--- src/rtl/fifo_pkg.sv ---
// Shared sizing constants for the FIFO read-side skid buffer.
package fifo_pkg;

  // Depth of the skid buffer: one word landing from the FIFO plus one held
  // under backpressure.
  localparam int SKID_ENTRIES = 2;

  // Occupancy counts 0..SKID_ENTRIES inclusive.
  localparam int OCC_W = $clog2(SKID_ENTRIES + 1);

  // Index into the skid storage.
  localparam int IDX_W = (SKID_ENTRIES > 1) ? $clog2(SKID_ENTRIES) : 1;

endpackage

--- src/rtl/skid_buffer_2.sv ---
// Two-entry circular skid buffer: captures FIFO read data and presents the
// oldest word; flush empties it and realigns both indices to zero.
module skid_buffer_2
  import fifo_pkg::*;
#(
  parameter int WIDTH = 8
) (
  input  logic             clk,
  input  logic             rst_n,
  input  logic             flush,
  input  logic             push,
  input  logic [WIDTH-1:0] push_data,
  input  logic             pop,
  output logic [OCC_W-1:0] occ,
  output logic             valid,
  output logic [WIDTH-1:0] data
);

  logic [WIDTH-1:0] mem [SKID_ENTRIES];
  logic [IDX_W-1:0] wr_idx;
  logic [IDX_W-1:0] rd_idx;

  // Storage, indices and occupancy; the indices wrap naturally because the
  // entry count is a power of two.
  always_ff @(posedge clk or negedge rst_n) begin
    if (!rst_n) begin
      for (int i = 0; i < SKID_ENTRIES; i++) begin
        mem[i] <= '0;
      end
      wr_idx <= '0;
      rd_idx <= '0;
      occ    <= '0;
    end else if (flush) begin
      wr_idx <= '0;
      rd_idx <= '0;
      occ    <= '0;
    end else begin
      if (push) begin
        mem[wr_idx] <= push_data;
        wr_idx      <= wr_idx + IDX_W'(1);
      end
      if (pop) begin
        rd_idx <= rd_idx + IDX_W'(1);
      end
      case ({push, pop})
        2'b10:   occ <= occ + OCC_W'(1);
        2'b01:   occ <= occ - OCC_W'(1);
        default: occ <= occ;
      endcase
    end
  end

  assign valid = (occ != '0);
  assign data  = mem[rd_idx];

endmodule

--- src/rtl/fifo_read_stream_adapter.sv ---
// Consumer end of the async FIFO read port: issues read strobes, absorbs the
// one-cycle read-data latency in a 2-entry skid buffer and presents the words
// on a valid/ready stream, counting every accepted word.
module fifo_read_stream_adapter
  import fifo_pkg::*;
#(
  parameter int WIDTH       = 8,
  parameter int COUNT_WIDTH = 16
) (
  input  logic                   clk_in,
  input  logic                   nrst_in,
  input  logic                   fifo_empty_in,
  input  logic [WIDTH-1:0]       fifo_data_in,
  output logic                   fifo_read_out,
  input  logic                   flush_in,
  output logic                   m_valid_out,
  input  logic                   m_ready_in,
  output logic [WIDTH-1:0]       m_data_out,
  output logic [COUNT_WIDTH-1:0] words_out
);

  localparam int SUM_W = OCC_W + 1;

  logic             run;
  logic             inflight;
  logic             pop;
  logic             room;
  logic [OCC_W-1:0] occ;
  logic [SUM_W-1:0] committed;

  assign pop = m_valid_out & m_ready_in;

  // Words already owed to the buffer: held entries plus the one in flight.
  // A pop this cycle frees a slot in time for a word issued now, so ready
  // feeds straight into the strobe and full rate survives continuous ready.
  assign committed = SUM_W'(occ) + SUM_W'(inflight);
  assign room      = committed < (SUM_W'(SKID_ENTRIES) + SUM_W'(pop));

  assign fifo_read_out = run & ~fifo_empty_in & ~flush_in & room;

  // Run flag, in-flight tracking and accepted-word counter. The strobe is
  // already low during a flush, so inflight clears on its own.
  always_ff @(posedge clk_in or negedge nrst_in) begin
    if (!nrst_in) begin
      run       <= 1'b0;
      inflight  <= 1'b0;
      words_out <= '0;
    end else begin
      run      <= 1'b1;
      inflight <= fifo_read_out;
      if (pop && !flush_in) begin
        words_out <= words_out + COUNT_WIDTH'(1);
      end
    end
  end

  skid_buffer_2 #(
    .WIDTH(WIDTH)
  ) u_skid (
    .clk       (clk_in),
    .rst_n     (nrst_in),
    .flush     (flush_in),
    .push      (inflight & ~flush_in),
    .push_data (fifo_data_in),
    .pop       (pop),
    .occ       (occ),
    .valid     (m_valid_out),
    .data      (m_data_out)
  );

endmodule

--- config.mk ---
export PLATFORM = sky130hd
export DESIGN_NAME = fifo_read_stream_adapter
export DESIGN_NICKNAME = d
export VERILOG_FILES = /design/src/rtl/fifo_pkg.sv /design/src/rtl/skid_buffer_2.sv /design/src/rtl/fifo_read_stream_adapter.sv
export SDC_FILE = /design/constraint.sdc
export NUM_CORES = 1
export LEC_CHECK = 0
export CAP_MARGIN = 25
export CORE_MARGIN = 2
export CORE_UTILIZATION = 35
export DETAILED_ROUTE_END_ITERATION = 8
export MAX_ROUTING_LAYER = met4
export PLACE_DENSITY = 0.57
export RECOVER_POWER = 100
export SLEW_MARGIN = 20
export SYNTH_ARGS = -nofsm -noshare
export SYNTH_HDL_FRONTEND = slang
export SYNTH_SLANG_ARGS = --single-unit
export TNS_END_PERCENT = 50
--- constraint.sdc ---
create_clock -name clk_in -period 1.9 [get_ports clk_in]
set_clock_uncertainty 0.2 [all_clocks]
set_input_delay 0.285 -clock clk_in [delete_from_list [all_inputs] [get_ports clk_in]]
set_output_delay 0.285 -clock clk_in [all_outputs]
set_load 0.02 [all_outputs]
# Yosys cells after proc, flatten, opt, wreduce, memory -nomap -nowiden
# Index checks and enable logic that the tools add are counted.
# op_classes
add_sub_neg,7
reduce_logical,8
n_lt_le_gt_ge,4
n_eq_ne,2
muxes,12
n_bitwise,9
# ops
op,n
$mux 8,4
$add 16x1->16 const B,1
$bwmux 16,1
$demux 8 s1,1
$reduce_bool 2->1,3
$and 1x1->1,5
$ge 2x2->1 const B,2
$mux 1,4
$not 1->2,2
$pmux 2 s2,1
$add 2x1->3,1
$add 2x1->3 const A,1
$lt 3x3->1,1
$reduce_bool 3->1,1
$add 1x1->1 const B,2
$add 2x1->2 const B,1
$eq 2x1->1 const B,1
$eq 2x2->1 const B,1
$logic_and 1x1->1,2
$lt 2x1->1 const B,1
$mux 2,1
$not 1->1,2
$reduce_and 2->1,1
$sub 2x1->2 const B,1
$logic_not 1->1,1
# word_totals
elab_cells,50
reg_bits,38
in_bits,13
out_inout_bits,26

# Depth between registers and ports, before layout
# depth
depth_word,6
ltp_mapped,5
mapped_depth_nobuf,4

# Hierarchy
# From an unflattened synthesis, not the netlist that was laid out.
# hier_totals
cells_unflattened,133
area_unflattened_um2,1746.7
# modules_own_cells
module,instances,cells_per_inst,area_per_inst_um2,seq_area_each_um2
skid_buffer_2,1,61,899.6,500.5
fifo_read_stream_adapter,1,72,847.1,450.4

# Worst setup path after synthesis
# Ideal clock, no wire load.
# synth_path
kind,register to output
startpoint,register u_skid.occ[0]
endpoint,output port fifo_read_out
stages_incl_launch_ff,5
required_time_ns,1.415
arrival_time_ns,1.262
path_buffers,0
setup_slack_ns,0.153
cell_sequence,dfrtp_1 -> ha_1 -> ha_1 -> o21ai_0 -> and4b_1
# synth_between
elab_chain_len,5
elab_cells_between_ends,6
classes_between,add/sub: 2; order compare: 1; bitwise: 2; reduce/logical: 1
# synth_lines
element,line,text
start: declaration,skid_buffer_2.sv:14,"output logic [OCC_W-1:0] occ,"
start signal: assignment,skid_buffer_2.sv:46,2'b10: occ <= occ + OCC_W'(1);
start signal: assignment,skid_buffer_2.sv:47,2'b01: occ <= occ - OCC_W'(1);
$reduce_bool 2->1,skid_buffer_2.sv:53,assign valid = (occ != '0);
$and 1x1->1,fifo_read_stream_adapter.sv:31,assign pop = m_valid_out & m_ready_in;
$add 2x1->3,fifo_read_stream_adapter.sv:37,assign room = committed < (SUM_W'(SKID_ENTRIES) + SUM_W'(pop));
$lt 3x3->1 *,fifo_read_stream_adapter.sv:37,
$and 1x1->1 *,fifo_read_stream_adapter.sv:39,assign fifo_read_out = run & ~fifo_empty_in & ~flush_in & room;
end: declaration,fifo_read_stream_adapter.sv:14,"output logic fifo_read_out,"
# Mark *: on every way between the ends. The rest lies on a longest branch, timed or not.

# Final worst setup path
# layout_path
startpoint,register inflight
endpoint,output port fifo_read_out
# layout_between
elab_chain_len,3
# layout_lines
element,line,text
start: declaration,fifo_read_stream_adapter.sv:25,logic inflight;
start signal: assignment,fifo_read_stream_adapter.sv:50,inflight <= fifo_read_out;
$add 2x1->3,fifo_read_stream_adapter.sv:36,assign committed = SUM_W'(occ) + SUM_W'(inflight);
$lt 3x3->1,fifo_read_stream_adapter.sv:37,
$and 1x1->1,fifo_read_stream_adapter.sv:39,
# No other way between the ends.

==> impl_metrics.xml <==
<?xml version="1.0" encoding="UTF-8"?>
<metrics>
  <group name="floorplanning">
    <metric name="num_rows" unit="">25</metric>
    <metric name="die_width" unit="um">74.6</metric>
    <metric name="floorplan.io_pins" unit="">39</metric>
    <metric name="core_region_area" unit="sq mm">0.00475</metric>
    <metric name="die_height" unit="um">74.6</metric>
    <metric name="design.die.area" unit="sq mm">0.00556</metric>
    <metric name="initial_utilization" unit="%">36.7</metric>
  </group>
  <group name="detailed_routing">
    <metric name="vias_per_cell" unit="">4.71</metric>
    <metric name="drt_drc_violations_left" unit="">0</metric>
    <metric name="detailedRoute.firstIterationViolations" unit="">77</metric>
    <metric name="drt.antenna.violating_nets" unit="">0</metric>
    <metric name="vias" unit="">1214</metric>
    <metric name="average_wire_per_standard_cell" unit="um">13.8</metric>
    <metric name="finalWirelength" unit="mm">3.57</metric>
    <metric name="drt_pre_antenna_iters" unit="">2</metric>
  </group>
  <group name="critical_path">
    <metric name="length_in_cells_of_the_worst_reg_to_reg_path" unit="">6</metric>
    <metric name="worstPathRequired" unit="ns">1.41</metric>
    <metric name="worstSetupEndpointType" unit="">output port</metric>
    <metric name="crit-reg2reg-launch" unit="">u_skid.occ[1]$_DFFE_PN0P_</metric>
    <metric name="crit_slowest_cell" unit="">dfrtp_1</metric>
    <metric name="critical_path.max_stage_delay" unit="ns">0.38</metric>
    <metric name="timing_worst_setup_path_type" unit="">reg -&gt; out</metric>
    <metric name="critical_path.reg2reg.endpoint" unit="">words_out[12]$_DFFE_PN0P_</metric>
    <metric name="arrival" unit="ns">1.55</metric>
    <metric name="reg2reg_setup_slack" unit="ns">0.07</metric>
    <metric name="crit_fanout" unit="">2</metric>
    <metric name="cp.buffers_inverters" unit="">1</metric>
    <metric name="timing.critical_path.max_delay_family" unit="">adder cells</metric>
    <metric name="worstPathCellList" unit="">ha_2 &gt; ha_4 &gt; o21ai_2 &gt; and4b_2 &gt; buf_6</metric>
    <metric name="start_kind" unit="">register</metric>
  </group>
  <group name="cells_and_area">
    <metric name="finalNonFillerCells" unit="">258</metric>
    <metric name="final_design_area_no_fill" unit="sq mm">0.00240</metric>
    <metric name="nNetsFinal" unit="">206</metric>
    <metric name="most-common-layout-cells" unit="">38 x dfrtp_1, 25 x mux2_2, 24 x clkdlybuf4s50_1, 15 x xnor2_1, 10 x buf_4</metric>
    <metric name="final_common_cell" unit="">dfrtp_1</metric>
    <metric name="fraction_of_final_layout_cells_with_drive_strength_greater_than_1" unit="%">35.6</metric>
    <metric name="area.growth.synth_to_final" unit="%">37.9</metric>
    <metric name="num_antenna_cells" unit="">0</metric>
  </group>
  <group name="timing">
    <metric name="layout_setup_ws" unit="ns">-0.138</metric>
    <metric name="setup_repair_after_global_routing_missed_its_margin" unit="">true</metric>
    <metric name="final_period_minus_worst_setup_slack" unit="ns">2.04</metric>
    <metric name="final-max-slew-violation-count" unit="">0</metric>
    <metric name="min_period_over_period" unit="%">107</metric>
    <metric name="finalSetupViolations" unit="">1</metric>
    <metric name="worst_slew_pin_slew" unit="ns">0.750</metric>
    <metric name="timing.slew.headroom" unit="%">50.0</metric>
    <metric name="timing.final.hold_violations" unit="">0</metric>
    <metric name="fin_worst_hold_slack" unit="ns">0.280</metric>
    <metric name="maximum_frequency_from_static_timing_analysis" unit="MHz">491</metric>
  </group>
  <group name="clock_tree">
    <metric name="max-clock-path-buffers" unit="">2</metric>
    <metric name="path_clk_slew" unit="ns">0.08</metric>
    <metric name="cts_root_buf" unit="">clkbuf_8</metric>
    <metric name="clkLatencyLatePin" unit="ns">0.28</metric>
    <metric name="cts_max_level" unit="">2</metric>
    <metric name="tritoncts" unit="">done</metric>
    <metric name="cts_made_buffers" unit="">5</metric>
    <metric name="cts.sinks" unit="">38</metric>
  </group>
  <group name="global_routing">
    <metric name="global_route.overflow_total" unit="">0</metric>
    <metric name="grt_first_pass_wirelength" unit="mm">5.90</metric>
    <metric name="globalRouteTotalUtil" unit="%">14.7</metric>
    <metric name="grt_start_max_net_pins" unit="">16</metric>
    <metric name="initial_antenna_violation_count" unit="">0</metric>
    <metric name="grt_pass1_vias" unit="">1267</metric>
  </group>
  <group name="yosys">
    <metric name="yosys.area.top_type" unit="">dfrtp_1</metric>
    <metric name="main_combinational_cell_family_by_area_after_synthesis" unit="">multiplexers</metric>
    <metric name="synth_cells" unit="">132</metric>
    <metric name="number_of_warning_messages_in_the_yosys_log" unit="">0</metric>
    <metric name="synth_compound_gate_area_share" unit="%">3.16</metric>
    <metric name="post_synth_instance_area" unit="sq mm">0.00174</metric>
    <metric name="muxShareOfSynthArea" unit="%">16.2</metric>
    <metric name="ys_seq_elements" unit="">38</metric>
    <metric name="synth.area.top_cells" unit="">dfrtp_1 55%, mux2_2 16%, xnor2_1 7.5%, ha_1 2.2%, nor3b_4 2.2%</metric>
    <metric name="synth_cell_types" unit="">27</metric>
    <metric name="post_synth.cell_area_avg" unit="sq um">13.2</metric>
    <metric name="yosys.area_share.xor_xnor" unit="%">9.05</metric>
    <metric name="synth_nets" unit="">148</metric>
    <metric name="post-synth-top-area-fraction" unit="%">54.6</metric>
    <metric name="synth_simple_gate_area_share" unit="%">12.9</metric>
    <metric name="synth_sequential_area_ratio" unit="%">54.6</metric>
    <metric name="synth_fa_ha_area_share" unit="%">2.15</metric>
  </group>
  <group name="place">
    <metric name="io_buffer_count" unit="">38</metric>
    <metric name="post-dp-hpwl" unit="mm">2.55</metric>
    <metric name="finalWeightedCongestion" unit="">0.761</metric>
    <metric name="pre_cts_ws" unit="ns">-0.471</metric>
    <metric name="dp_cells" unit="">247</metric>
    <metric name="dpl_cell_area" unit="sq mm">0.00231</metric>
  </group>
  <group name="job">
    <metric name="cap_violations" unit="">0</metric>
  </group>
  <group name="power">
    <metric name="leakage" unit="nW">1.10</metric>
    <metric name="pwr-share-seq" unit="%">49.5</metric>
    <metric name="power_density" unit="mW/mm^2">811</metric>
    <metric name="combPwrFrac" unit="%">21.4</metric>
    <metric name="total_power" unit="mW">1.95</metric>
    <metric name="intPower" unit="mW">1.41</metric>
    <metric name="clock_power_share" unit="%">29.1</metric>
    <metric name="vdd_drop_max" unit="V">0.000406</metric>
    <metric name="sw_frac_of_total" unit="%">27.7</metric>
    <metric name="power.switching" unit="mW">0.539</metric>
  </group>
  <group name="outcome">
    <metric name="run_status" unit="">complete, but fails checks</metric>
    <metric name="violated_checks" unit="">negative setup slack</metric>
  </group>
  <group name="hold_path">
    <metric name="worstHoldStart" unit="">words_out[15]$_DFFE_PN0P_</metric>
    <metric name="timing.hold.worst.class" unit="">reg -&gt; reg</metric>
    <metric name="worst_hold_path.num_cells" unit="">1</metric>
    <metric name="holdPathEnd" unit="">words_out[15]$_DFFE_PN0P_</metric>
  </group>
</metrics>
-- sequential cells by signal, summed over array words and instances, names as in the netlist --
| signal | cells |
|---|---|
| u_skid.mem | 16 |
| u_skid.wr_idx | 1 |
| u_skid.rd_idx | 1 |
| words_out | 16 |
| inflight | 1 |
| u_skid.occ | 2 |
| run | 1 |
-- power groups by stage --
stage          logic (mW)  clock network (mW)  registers [mW]
4_1_cts             0.452               0.592           0.965
3_3_place_gp        0.452                   0           0.972
5_1_grt             0.451               0.635           0.979
3_5_place_dp        0.462                   0           0.981
6_report            0.417               0.568           0.965
2_1_floorplan       0.226                   0           0.990
-- how the worst max path moves through the flow --
| stage | from | cells past startpoint | endpoint |
|---|---|---|---|
| 2_1_floorplan | u_skid.occ[0]$_DFFE_PN0P_ | 4 | fifo_read_out |
| 3_3_place_gp | m_ready_in | 5 | fifo_read_out |
| 3_5_place_dp | m_ready_in | 5 | fifo_read_out |
| 4_1_cts | u_skid.occ[0]$_DFFE_PN0P_ | 5 | fifo_read_out |
| 5_1_grt | inflight$_DFF_PN0_ | 5 | fifo_read_out |
| 6_report | inflight$_DFF_PN0_ | 5 | fifo_read_out |
-- synthesized netlist by cell type (all sizes together) --
cell type   n
nor3b       2
clkbuf      1
mux2       25
xnor2      15
nand3b      2
and2        1
or2         1
xor2        3
nor3        1
and3        2
conb        1
nand4       5
inv         2
o21ai       4
nand2       4
nand3       7
nor2        6
buf         3
a21oi       1
dfrtp      38
and4        2
a211oi      1
a41o        1
ha          3
and4b       1
-- area by class of cell --
cell class,instances,area (sq um)
clock buffer,6,82.6
clock inverter,2,12.5
fill,430,2350
inverter,2,7.51
multi-input combinational,88,781
sequential,38,951
tap,67,83.8
timing repair buffer,55,485
-- what timing repair did --
item | 4_1_cts | 5_1_grt
gates resized for setup | 34 | 14
pin swaps | 2 | 3
endpoints found under the setup margin | 10 | 14
setup buffers | 1 | 1
hold buffers | 1 | 0
hold endpoints to repair | 12 | 0
-- cells by family (layout without fill, tap and decap cells) --
| kind of cell | after synthesis | after routing |
|---|---|---|
| buffers and inverters | 6 | 65 |
| AOI/OAI and AO/OA | 7 | 7 |
| other | 1 | 1 |
| adders and majority gates | 3 | 3 |
| and+or+nand+nor | 34 | 34 |
| muxes | 25 | 25 |
| xor gates and xnor gates | 18 | 18 |
| DFF | 38 | 38 |
-- per-layer routing --
metal | track usage [%] | up-vias | share of wire (%)
li1 | - | 582 | -
met1 | 17.9 | 596 | 45
met2 | 24.1 | 32 | 49
met3 | 4.07 | 4 | 5.0
met4 | 4.17 | 0 | 0.59
met5 | - | - | 0
-- through the flow --
step                utilization [%]  TNS [ns]
floorplan                         -         0
global route                   50.6    -0.204
detailed placement             48.6     -2.79
finish                         50.6    -0.138
global placement               48.6     -2.17
CTS                            51.4    -0.101
(Power assumes the default switching activity.)
